<file path="src/rtl/mux_pkg.sv">
// Shared constants and helpers for the N:1 stream multiplexer family.
package mux_pkg;

  localparam int MODE_FIXED = 0;
  localparam int MODE_RR    = 1;

  // Number of bits needed to index 'value' items; never less than 1.
  function automatic int clog2(input int value);
    int r;
    r = 1;
    for (int i = 0; i < 31; i++) begin
      if ((1 << i) < value) r = i + 1;
    end
    return r;
  endfunction

endpackage

</file>
<file path="src/rtl/mux_rr_pick.sv">
// Rotate-priority picker: grants the first requester found searching
// ptr, ptr+1, ... N-1, 0, ... ptr-1. Purely combinational.
module mux_rr_pick
  import mux_pkg::*;
#(
  parameter int  N    = 4,
  localparam int SELW = clog2(N)
) (
  input  logic [N-1:0]    req,
  input  logic [SELW-1:0] ptr,
  output logic [SELW-1:0] gnt_idx,
  output logic            gnt_vld
);

  logic [2*N-1:0]  req_dbl;
  logic [SELW-1:0] offset;
  logic [SELW:0]   idx_sum;

  // Rotating the doubled request vector puts req[ptr] at bit 0
  assign req_dbl = {req, req} >> ptr;

  // Lowest set bit of the rotated vector is the winner; scanning downward lets it overwrite
  always_comb begin
    gnt_vld = 1'b0;
    offset  = '0;
    for (int k = N - 1; k >= 0; k--) begin
      if (req_dbl[k]) begin
        gnt_vld = 1'b1;
        offset  = SELW'(k);
      end
    end
  end

  // Map the rotated offset back to an absolute channel index, modulo N
  always_comb begin
    idx_sum = {1'b0, ptr} + {1'b0, offset};
    if (idx_sum >= (SELW + 1)'(N)) idx_sum = idx_sum - (SELW + 1)'(N);
    gnt_idx = idx_sum[SELW-1:0];
  end

endmodule

</file>
<file path="src/rtl/mux_n1_stream.sv">
// N:1 valid/ready stream multiplexer with one registered output stage.
// Channel choice comes from the sel port (fixed mode) or from an internal
// round-robin pointer (rr mode). The output register accepts a new word
// whenever it is empty or being drained in the same cycle.
module mux_n1_stream
  import mux_pkg::*;
#(
  parameter int  N     = 4,
  parameter int  WIDTH = 8,
  parameter int  MODE  = MODE_FIXED,
  localparam int SELW  = clog2(N)
) (
  input  logic               clk,
  input  logic               rst_n,
  input  logic [SELW-1:0]    sel,
  input  logic [N*WIDTH-1:0] in_data,
  input  logic [N-1:0]       in_valid,
  output logic [N-1:0]       in_ready,
  output logic [WIDTH-1:0]   out_data,
  output logic [SELW-1:0]    out_ch,
  output logic               out_valid,
  input  logic               out_ready
);

  logic [SELW-1:0]  g;
  logic             gnt_vld;
  logic             ld;
  logic [WIDTH-1:0] g_data;

  generate
    if (MODE == MODE_RR) begin : g_rr
      logic [SELW-1:0] ptr;
      logic            unused_sel;

      assign unused_sel = ^sel;

      mux_rr_pick #(.N(N)) u_pick (
        .req     (in_valid),
        .ptr     (ptr),
        .gnt_idx (g),
        .gnt_vld (gnt_vld)
      );

      // Move the search start just past the channel served, so a waiting channel gets its turn
      always_ff @(posedge clk or negedge rst_n) begin
        if (!rst_n) begin
          ptr <= '0;
        end else if (ld) begin
          ptr <= (g == SELW'(N - 1)) ? '0 : g + 1'b1;
        end
      end
    end else begin : g_fixed
      // sel drives the grant directly; a sel beyond N-1 matches no channel and grants nothing
      always_comb begin
        g       = sel;
        gnt_vld = 1'b0;
        for (int i = 0; i < N; i++) begin
          if (sel == SELW'(i)) gnt_vld = in_valid[i];
        end
      end
    end
  endgenerate

  // Load when the output slot is free (or freeing now) and the granted channel has data;
  // rst_n gates it so nothing is offered upstream while in reset
  assign ld = rst_n & (~out_valid | out_ready) & gnt_vld;

  // Data mux and one-hot ready decode for the granted channel
  always_comb begin
    g_data   = '0;
    in_ready = '0;
    for (int i = 0; i < N; i++) begin
      if (g == SELW'(i)) begin
        g_data      = in_data[i*WIDTH +: WIDTH];
        in_ready[i] = ld;
      end
    end
  end

  // Output stage: capture on load, otherwise empty once the consumer takes the word
  always_ff @(posedge clk or negedge rst_n) begin
    if (!rst_n) begin
      out_valid <= 1'b0;
      out_data  <= '0;
      out_ch    <= '0;
    end else if (ld) begin
      out_valid <= 1'b1;
      out_data  <= g_data;
      out_ch    <= g;
    end else if (out_ready) begin
      out_valid <= 1'b0;
    end
  end

endmodule

</file>
<file path="config.mk">
export PLATFORM = sky130hd
export DESIGN_NAME = mux_n1_stream
export DESIGN_NICKNAME = d
export VERILOG_FILES = /design/src/rtl/mux_pkg.sv /design/src/rtl/mux_rr_pick.sv /design/src/rtl/mux_n1_stream.sv
export SDC_FILE = /design/constraint.sdc
export NUM_CORES = 1
export LEC_CHECK = 0
export BUFFER_PORTS_ARGS = -buffer_cell sky130_fd_sc_hd__buf_2
export CORE_MARGIN = 2
export CORE_UTILIZATION = 37
export DETAILED_ROUTE_END_ITERATION = 10
export PLACE_DENSITY = 0.8
export SLEW_MARGIN = 20
export SYNTH_ARGS = -nofsm -noshare
export SYNTH_HDL_FRONTEND = slang
export SYNTH_SLANG_ARGS = --single-unit
</file>
<file path="constraint.sdc">
create_clock -name clk -period 3.3 [get_ports clk]
set_clock_uncertainty 0.2 [all_clocks]
set_input_delay 0.66 -clock clk [delete_from_list [all_inputs] [get_ports clk]]
set_output_delay 0.66 -clock clk [all_outputs]
set_load 0.02 [all_outputs]
</file>
==> impl_metrics.env, run 1 <==
export IMPL_status="completed"
export IMPL_core_area_um2=1960
export IMPL_crit_fanout=7
export IMPL_rsz0062_at_grt="no"
export IMPL_cts_hold_buf=0
export IMPL_cp_endpoint="in_ready[0]"
export IMPL_finalMaxSlewViolations=0
export IMPL_r2r_cells=3
export IMPL_seqCellArea_um2=275
export IMPL_antenna_found_initial=0
export IMPL_cts_tree="done"
export IMPL_final_layout_size_suffix_gt1_frac=0.670
export IMPL_p_leak_nw=0.538
export IMPL_clockRootBuffer="clkbuf_4"
export IMPL_setup_worst_path_end_class="output pin"
export IMPL_grt_max_degree=18
export IMPL_first_iter_violations=11
export IMPL_relSlewSlack=0.745
export IMPL_final_cells=133
export IMPL_rows=16
export IMPL_postCtsSetupBuffers=0
export IMPL_drc=0
export IMPL_cts_num_sinks=11
export IMPL_cp_startpoint="out_ready"
export IMPL_fillers=186
export IMPL_final_nets=148
export IMPL_path_clk_slew_ps=70
export IMPL_tightest_slew_ps=383
export IMPL_htreeDepth=1
export IMPL_viasPerCell=5.00
export IMPL_drt_pass1_iterations=4
export IMPL_routed_wl_mm=1.75
export IMPL_reg2reg_from="out_valid"
export IMPL_synth_edf_count=0
export IMPL_die_w_um=49.8
export IMPL_vdd_drop_max_v=0.000200
export IMPL_powerDensity_nw_per_um2=431
export IMPL_synth_common_cells="dfrtp_1 (11), mux2_2 (10), mux4_1 (8)"
export IMPL_yosysWarnings=0
export IMPL_max_cap_viol_count=0
export IMPL_antenna_cells=0
export IMPL_synth_fp_nets=93
export IMPL_max_clock_freq_mhz=401
export IMPL_gp_congestion=0.682
export IMPL_fin_util=0.547
export IMPL_syn_area_per_cell_um2=14.9
export IMPL_gr_total_overflow=0
export IMPL_r2r_end="out_data[3]"
export IMPL_worstPathArrival_ps=1640
export IMPL_multi_input_area_um2=463
export IMPL_cts_resized=0
export IMPL_worstPathRequired_ps=2440
export IMPL_io_buffers=55
export IMPL_area_growth_pct=38.4
export IMPL_vias=665
export IMPL_hold_path_class="in2async"
export IMPL_startpoint_type="input port"
export IMPL_synthDistinctLibCells=20
export IMPL_path_class="in2out"
export IMPL_synthesis_area_um2=776
export IMPL_period_share=0.756
export IMPL_first_global_vias=613
export IMPL_syn_inst=52
export IMPL_setup_ws_ps=804
export IMPL_die_area_um2=2480
export IMPL_setup_violations_final=0
export IMPL_wire_per_inst_um=13.2
export IMPL_ys_seq_elements=11
export IMPL_pin_count=56
export IMPL_ff2ff_setup_slack_ps=1850
export IMPL_hold_viol_final=0
export IMPL_yosysTopAreaCell="dfrtp_1"
export IMPL_die_y_um=49.8
export IMPL_hold_slack_ps=94.8
export IMPL_fin_tns_setup_ps=0
export IMPL_preCtsSetupSlack_ps=835
export IMPL_cts_buffers=3
export IMPL_synth_area_top_cells="dfrtp_1 (35%), mux4_1 (27%), mux2_2 (15%)"
export IMPL_seq_area_frac_synth=0.355
export IMPL_start_util=0.395
export IMPL_globalRouteTotalUtil=0.147
export IMPL_clock_path_buffers=2
export IMPL_insertion_delay_ps=260
export IMPL_layout_min_cycle_time_ps=2500
export IMPL_postSynth_asyncResetShare=1.00
export IMPL_grt_pass1_wl_mm=2.73
export IMPL_synth_top_area_share=0.355
export IMPL_dp_cells=129
export IMPL_yosysMostFrequentCell="dfrtp_1"
export IMPL_synth_ff_type="dfrtp_1"
export IMPL_postRouteAntennaNets=0
-- final cells by class --
type                    count  area share
clock buffers               4      0.0245
multi-input cells          36       0.431
flip-flops and latches     11       0.256
well taps                  27      0.0315
repair buffers             55       0.256
-- sequential cells by signal (all words and copies together) (netlist names) --
name       cells
out_data       8
out_ch         2
out_valid      1
-- logic make-up (layout without fill, tap and decap cells) --
logic type,count (synthesis),in the layout,share of synthesized area
AO/OA/AOI/OAI,3,3,0.0355
buffers and inverters,5,59,0.0484
flip-flops,11,11,0.355
multiplexers,20,20,0.458
AND/OR/NAND/NOR,13,13,0.103
-- metal layers --
metal	track usage	vias up	share of wire
met1	0.169	308	0.42
met5	0	-	0
met4	0.0694	0	0.018
met3	0.0303	4	0.071
met2	0.258	32	0.49
li1	-	321	-
-- cell usage in the layout (no fill, tap or decap) --
master,instances
a31o_2,1
a32o_1,1
buf_2,55
clkbuf_1,1
clkbuf_4,3
dfrtp_1,11
mux2_2,10
mux2i_1,1
mux4_1,8
mux4_2,1
nand2_1,4
nand2b_1,1
nand3_1,1
nand3_4,1
nand4_1,1
nand4b_1,1
nor2_1,2
nor3_1,1
nor4b_1,1
o2bb2ai_1,1
-- worst min path at each step --
stage          startpoint  depth (start not counted)  slack (ps)          end
6_report            rst_n                          1          90  out_data[7]
5_1_grt             rst_n                          1         100  out_data[7]
4_1_cts             rst_n                          1         100  out_data[7]
3_5_place_dp    out_ch[1]                          1         270    out_ch[1]
3_3_place_gp    out_ch[1]                          1         280    out_ch[1]
2_1_floorplan       rst_n                          0         160    out_ch[0]
-- per-stage QoR --
stage,instance area (um2),power [mW]
after global routing,1070,0.491
after detailed placement,1050,0.376
final,1070,0.463
after global placement,1050,0.372
after floorplan,776,0.307
after CTS,1070,0.468
-- critical path: stages --
cell and delay (ps):
buf_2 70, nand2b_1 270, nand2_1 120, nor4b_1 300, buf_2 220
-- report_power, final --
part	total [mW]	switching [mW]	leakage [nW]	internal [mW]
clock network	0.0914	0.0446	0.0150	0.0468
registers	0.186	0.0163	0.128	0.170
logic	0.185	0.0958	0.395	0.0896
total	0.463	0.157	0.538	0.306
(Power assumes the default switching activity.)
==> run 2: changes to the inputs <==
==> constraint.sdc (replaced) <==
create_clock -name clk -period 2.4 [get_ports clk]
set_clock_uncertainty 0.2 [all_clocks]
set_input_delay 0.48 -clock clk [delete_from_list [all_inputs] [get_ports clk]]
set_output_delay 0.48 -clock clk [all_outputs]
set_load 0.02 [all_outputs]
==> run 2 against run 1 <==
Compared with the run above: first-iteration DRC count stayed put; count of clock-buffer cells in the layout stayed put; die area stayed put; via count is 6.2% higher; utilization is 2.2 points higher; clock power is 38% higher; critical path type is now reg2out.
==> impl_metrics.env, run 2 (synthesis results as in run 1) <==
export IMPL_cts_hold_buf=2
export IMPL_fin_tns_setup_ps=0
export IMPL_dpl_cell_area_um2=1070
export IMPL_layout_min_cycle_time_ps=2080
export IMPL_worstPathArrival_ps=1400
export IMPL_antenna_found_initial=0
export IMPL_htreeDepth=1
export IMPL_layout_common_cells="buf_2 (55), dfrtp_1 (11), mux2_2 (10)"
export IMPL_critPathMaxStageDelay_ps=380
export IMPL_globalRouteTotalUtil=0.163
export IMPL_final_common_cell="buf_2"
export IMPL_drc=0
export IMPL_setup_worst_path_end_class="output pin"
export IMPL_hold_viol_final=0
export IMPL_first_global_vias=674
export IMPL_largest_register="out_data"
export IMPL_cp_startpoint="out_valid"
export IMPL_fin_util=0.569
export IMPL_reg_top3="out_data (8), out_ch (2), out_valid (1)"
export IMPL_drt_pass1_iterations=4
export IMPL_max_clock_freq_mhz=482
export IMPL_cts_buffers=3
export IMPL_postRouteAntennaNets=0
export IMPL_area_growth_pct=43.9
export IMPL_viasPerCell=5.12
export IMPL_clockRootBuffer="clkbuf_4"
export IMPL_dp_hpwl_mm=1.50
export IMPL_worstPathCellList="nand2b_1 -> nand2_1 -> nor4b_1 -> buf_2"
export IMPL_p_comb_frac=0.409
export IMPL_startpoint_type="register"
export IMPL_grt_max_degree=16
export IMPL_path_class="reg2out"
export IMPL_io_buffers=55
export IMPL_worstPathRequired_ps=1720
export IMPL_p_switching_uw=219
export IMPL_core_area_um2=1960
export IMPL_antenna_cells=0
export IMPL_routed_wl_mm=1.90
export IMPL_tightest_slew_ps=411
export IMPL_setup_violations_final=0
export IMPL_insertion_delay_ps=260
export IMPL_ff2ff_setup_slack_ps=990
export IMPL_cts_num_sinks=11
export IMPL_start_util=0.395
export IMPL_crit_buf_inv=1
export IMPL_postCtsSetupBuffers=0
export IMPL_seq_power_share=0.396
export IMPL_r2r_cells=4
export IMPL_finalMaxSlewViolations=0
export IMPL_fin_area_um2=1120
export IMPL_die_w_um=49.8
export IMPL_rows=16
export IMPL_vdd_drop_max_v=0.000291
export IMPL_grt_pass1_wl_mm=3.05
export IMPL_r2r_end="out_data[3]"
export IMPL_reg2reg_from="out_valid"
export IMPL_final_nets=153
export IMPL_die_y_um=49.8
export IMPL_gp_congestion=0.737
export IMPL_status="completed"
export IMPL_p_leak_nw=0.560
export IMPL_period_share=0.865
export IMPL_cts_tree="done"
export IMPL_cp_endpoint="in_ready[0]"
export IMPL_rsz0062_at_grt="no"
export IMPL_pin_count=56
export IMPL_cp_num_cells=4
export IMPL_relSlewSlack=0.725
export IMPL_power_switching_share=0.339
export IMPL_crit_slowest_cell="dfrtp_1"
export IMPL_final_layout_size_suffix_gt1_frac=0.667
export IMPL_first_iter_violations=11
export IMPL_wire_per_inst_um=13.8
export IMPL_gr_total_overflow=0
export IMPL_setup_ws_ps=324
export IMPL_cts_resized=0
export IMPL_powerDensity_nw_per_um2=579
export IMPL_hold_path_class="reg2reg"
export IMPL_fillers=187
export IMPL_largest_reg_flops=8
export IMPL_clock_path_buffers=2
export IMPL_cpLargestDelayFamily="simple AND/OR/NAND/NOR gates"
export IMPL_crit_fanout=2
export IMPL_power_internal_uw=427
export IMPL_max_cap_viol_count=0
export IMPL_vias=706
export IMPL_clkPwrFrac=0.195
export IMPL_die_area_um2=2480
export IMPL_preCtsSetupSlack_ps=292
export IMPL_path_clk_slew_ps=70
[run 2: changes by cell type in the layout (fill, tap and decap cells not counted)]
| cell | before | now |
|---|---|---|
| buf_4 | 0 | 3 |
| dlygate4sd3_1 | 0 | 2 |
[run 2: final cells by class]
type / count / area, um2 / share of cell area
Clock buffer: 4 / 26.3 / 0.0235
Tap cell: 27 / 33.8 / 0.0303
Multi-Input combinational cell: 36 / 463 / 0.415
Sequential cell: 11 / 275 / 0.247
Timing Repair Buffer: 60 / 318 / 0.285
[run 2: worst min-delay path by stage]
| stage | from | endpoint | slack [ps] | depth (start not counted) |
|---|---|---|---|---|
| finish | out_ch[1] | out_ch[1] | 290 | 1 |
| CTS | out_ch[1] | out_ch[1] | 300 | 1 |
| detailed placement | rst_n | out_data[7] | 150 | 1 |
| floorplan | rst_n | out_ch[0] | -20 | 0 |
| global route | out_data[1] | out_data[1] | 320 | 1 |
| global placement | rst_n | out_data[1] | 150 | 1 |
[run 2: stage by stage]
stage	hold slack [ps]	std cells	power, mW
after global routing	323	138	0.687
final	293	138	0.646
after CTS	299	138	0.652
after global placement	151	132	0.516
after detailed placement	154	132	0.524
after floorplan	-15.6	52	0.422
[run 2: metal layers]
metal	part of all wire	global-route usage	routed length [um]
met3	0.087	0.0242	165
met4	0.021	0.0833	39
met1	0.40	0.198	753
met2	0.50	0.280	942
met5	0	0	0
[run 2: power by group through the flow]
stage / combinational (mW) / clock, mW / sequential [mW]
detailed placement: 0.264 / 0 / 0.259
global route: 0.285 / 0.142 / 0.260
floorplan: 0.103 / 0 / 0.320
finish: 0.264 / 0.126 / 0.256
CTS: 0.268 / 0.129 / 0.255
global placement: 0.258 / 0 / 0.258
==> run 3: changes to the inputs <==
--- a/config.mk
+++ b/config.mk
@@ -7,9 +7,10 @@
 export LEC_CHECK = 0
 export BUFFER_PORTS_ARGS = -buffer_cell sky130_fd_sc_hd__buf_2
 export CORE_MARGIN = 2
-export CORE_UTILIZATION = 37
+export CORE_UTILIZATION = 30
 export DETAILED_ROUTE_END_ITERATION = 10
-export PLACE_DENSITY = 0.8
+export PLACE_DENSITY = 0.71
+export RECOVER_POWER = 100
 export SLEW_MARGIN = 20
 export SYNTH_ARGS = -nofsm -noshare
 export SYNTH_HDL_FRONTEND = slang
==> constraint.sdc (replaced) <==
create_clock -name clk -period 1.9 [get_ports clk]
set_clock_uncertainty 0.2 [all_clocks]
set_input_delay 0.38 -clock clk [delete_from_list [all_inputs] [get_ports clk]]
set_output_delay 0.38 -clock clk [all_outputs]
set_load 0.02 [all_outputs]
==> run 3 against run 2 <==
Compared with the run above: global-route usage shrank 2.5 points; sequential share of layout area fell by 0.96 points; critical path depth increased by 1; critical endpoint is now in_ready[2]; largest cell class unchanged; largest power group unchanged.
==> impl_metrics.env, run 3 (synthesis results as in run 1) <==
export IMPL_fin_area_um2=1160
export IMPL_wire_per_inst_um=14.2
export IMPL_worstPathArrival_ps=1290
export IMPL_rows=18
export IMPL_cts_buffers=3
export IMPL_hold_viol_final=0
export IMPL_hold_slack_ps=270
export IMPL_path_class="reg2out"
export IMPL_clock_path_buffers=2
export IMPL_relSlewSlack=0.793
export IMPL_antenna_cells=0
export IMPL_final_layout_size_suffix_gt1_frac=0.681
export IMPL_cts_tree="done"
export IMPL_viasPerCell=4.99
export IMPL_clockRootBuffer="clkbuf_4"
export IMPL_largest_reg_flops=8
export IMPL_insertion_delay_ps=260
export IMPL_io_buffers=55
export IMPL_die_area_um2=3010
export IMPL_cp_startpoint="out_valid"
export IMPL_grt_max_degree=13
export IMPL_first_iter_violations=14
export IMPL_path_clk_slew_ps=70
export IMPL_vdd_drop_max_v=0.000442
export IMPL_setup_worst_path_end_class="output pin"
export IMPL_drc=0
export IMPL_final_nets=155
export IMPL_max_cap_viol_count=0
export IMPL_powerDensity_nw_per_um2=708
export IMPL_finalMaxSlewViolations=0
export IMPL_start_util=0.316
export IMPL_p_leak_nw=0.576
export IMPL_gr_total_overflow=0
export IMPL_dp_hpwl_mm=1.69
export IMPL_rsz0062_at_grt="yes"
export IMPL_setup_violations_final=0
export IMPL_dpl_cell_area_um2=1110
export IMPL_die_w_um=54.9
export IMPL_final_common_cell="buf_2"
export IMPL_gp_congestion=0.619
export IMPL_die_y_um=54.9
export IMPL_worstPathRequired_ps=1320
export IMPL_routed_wl_mm=2.03
export IMPL_vias=713
export IMPL_preCtsSetupSlack_ps=-18.5
export IMPL_status="completed"
export IMPL_reg2reg_from="out_valid"
export IMPL_layout_common_cells="buf_2 (52), dfrtp_1 (11), mux2_2 (10)"
export IMPL_layout_min_cycle_time_ps=1870
export IMPL_hold_path_class="in2reg"
export IMPL_tightest_slew_ps=310
export IMPL_globalRouteTotalUtil=0.138
export IMPL_antenna_found_initial=0
export IMPL_cts_num_sinks=11
export IMPL_crit_fanout=6
export IMPL_core_area_um2=2450
export IMPL_setup_ws_ps=30.3
export IMPL_htreeDepth=1
export IMPL_drt_pass1_iterations=4
export IMPL_reg_top3="out_data (8), out_ch (2), out_valid (1)"
export IMPL_min_from="in_valid[2]"
export IMPL_area_growth_pct=49.7
export IMPL_postCtsSetupBuffers=0
export IMPL_first_global_vias=655
export IMPL_period_share=0.984
export IMPL_startpoint_type="register"
export IMPL_grt_pass1_wl_mm=2.89
export IMPL_pin_count=56
export IMPL_postRouteAntennaNets=0
export IMPL_largest_register="out_data"
export IMPL_max_clock_freq_mhz=535
[run 3: cell types whose count changed in the layout (fill, tap and decap cells not counted), sizes merged]
cell  previous run  this run
buf             58        60
[run 3: critical path, cell delays in order, from the launching register on]
cell and delay (ps):
dfrtp_1 380, nand2b_1 100, buf_4 160, nand4_1 130
nor2_1 120, buf_4 150
[run 3: through the flow]
step / utilization / total power [mW] / TNS [ps] / instances
CTS: 0.470 / 0.832 / 0 / 143
global placement: 0.451 / 0.664 / 0 / 137
global route: 0.473 / 0.878 / -122 / 143
detailed placement: 0.451 / 0.674 / -70.9 / 137
floorplan: - / 0.535 / -198 / 52
finish: 0.473 / 0.821 / 0 / 143
[run 3: where the power goes]
group          switching (mW)  leakage, nW  internal [mW]
Sequential             0.0303        0.128          0.295
Combinational           0.176        0.432          0.170
Clock                  0.0694       0.0150         0.0810
[run 3: final timing paths]
kind | depth (start not counted) | slack, ps | endpoint
max | 5 | 30 | in_ready[2]
min | 3 | 270 | out_ch[1]
max reg2reg | 4 | 490 | out_data[7]
min reg2reg | 1 | 300 | out_data[6]
max in group asynchronous | 3 | 720 | out_data[6]
min in group asynchronous | 2 | 350 | out_ch[1]
[run 3: layer usage]
layer	up-vias	track usage	share of wire
met4	0	0.0625	0.0054
met5	-	0	0
met3	2	0.0191	0.11
met1	330	0.171	0.42
li1	337	-	-
met2	44	0.236	0.46
[run 3: cell type report]
| class | instances | area, um2 |
|---|---|---|
| Sequential cell | 11 | 275 |
| Fill cell | 220 | 1290 |
| Multi-Input combinational cell | 36 | 469 |
| Tap cell | 30 | 37.5 |
| Timing Repair Buffer | 62 | 353 |
| Clock buffer | 4 | 26.3 |
[run 3: timing repair]
| action | in CTS | in global routing |
|---|---|---|
| hold endpoints to repair | 11 | 0 |
| cloned | 0 | 0 |
| resized for setup | 0 | 3 |
| endpoints found under the setup margin | 1 | 3 |
| pin swaps | 1 | 1 |
| hold buffers | 2 | 0 |
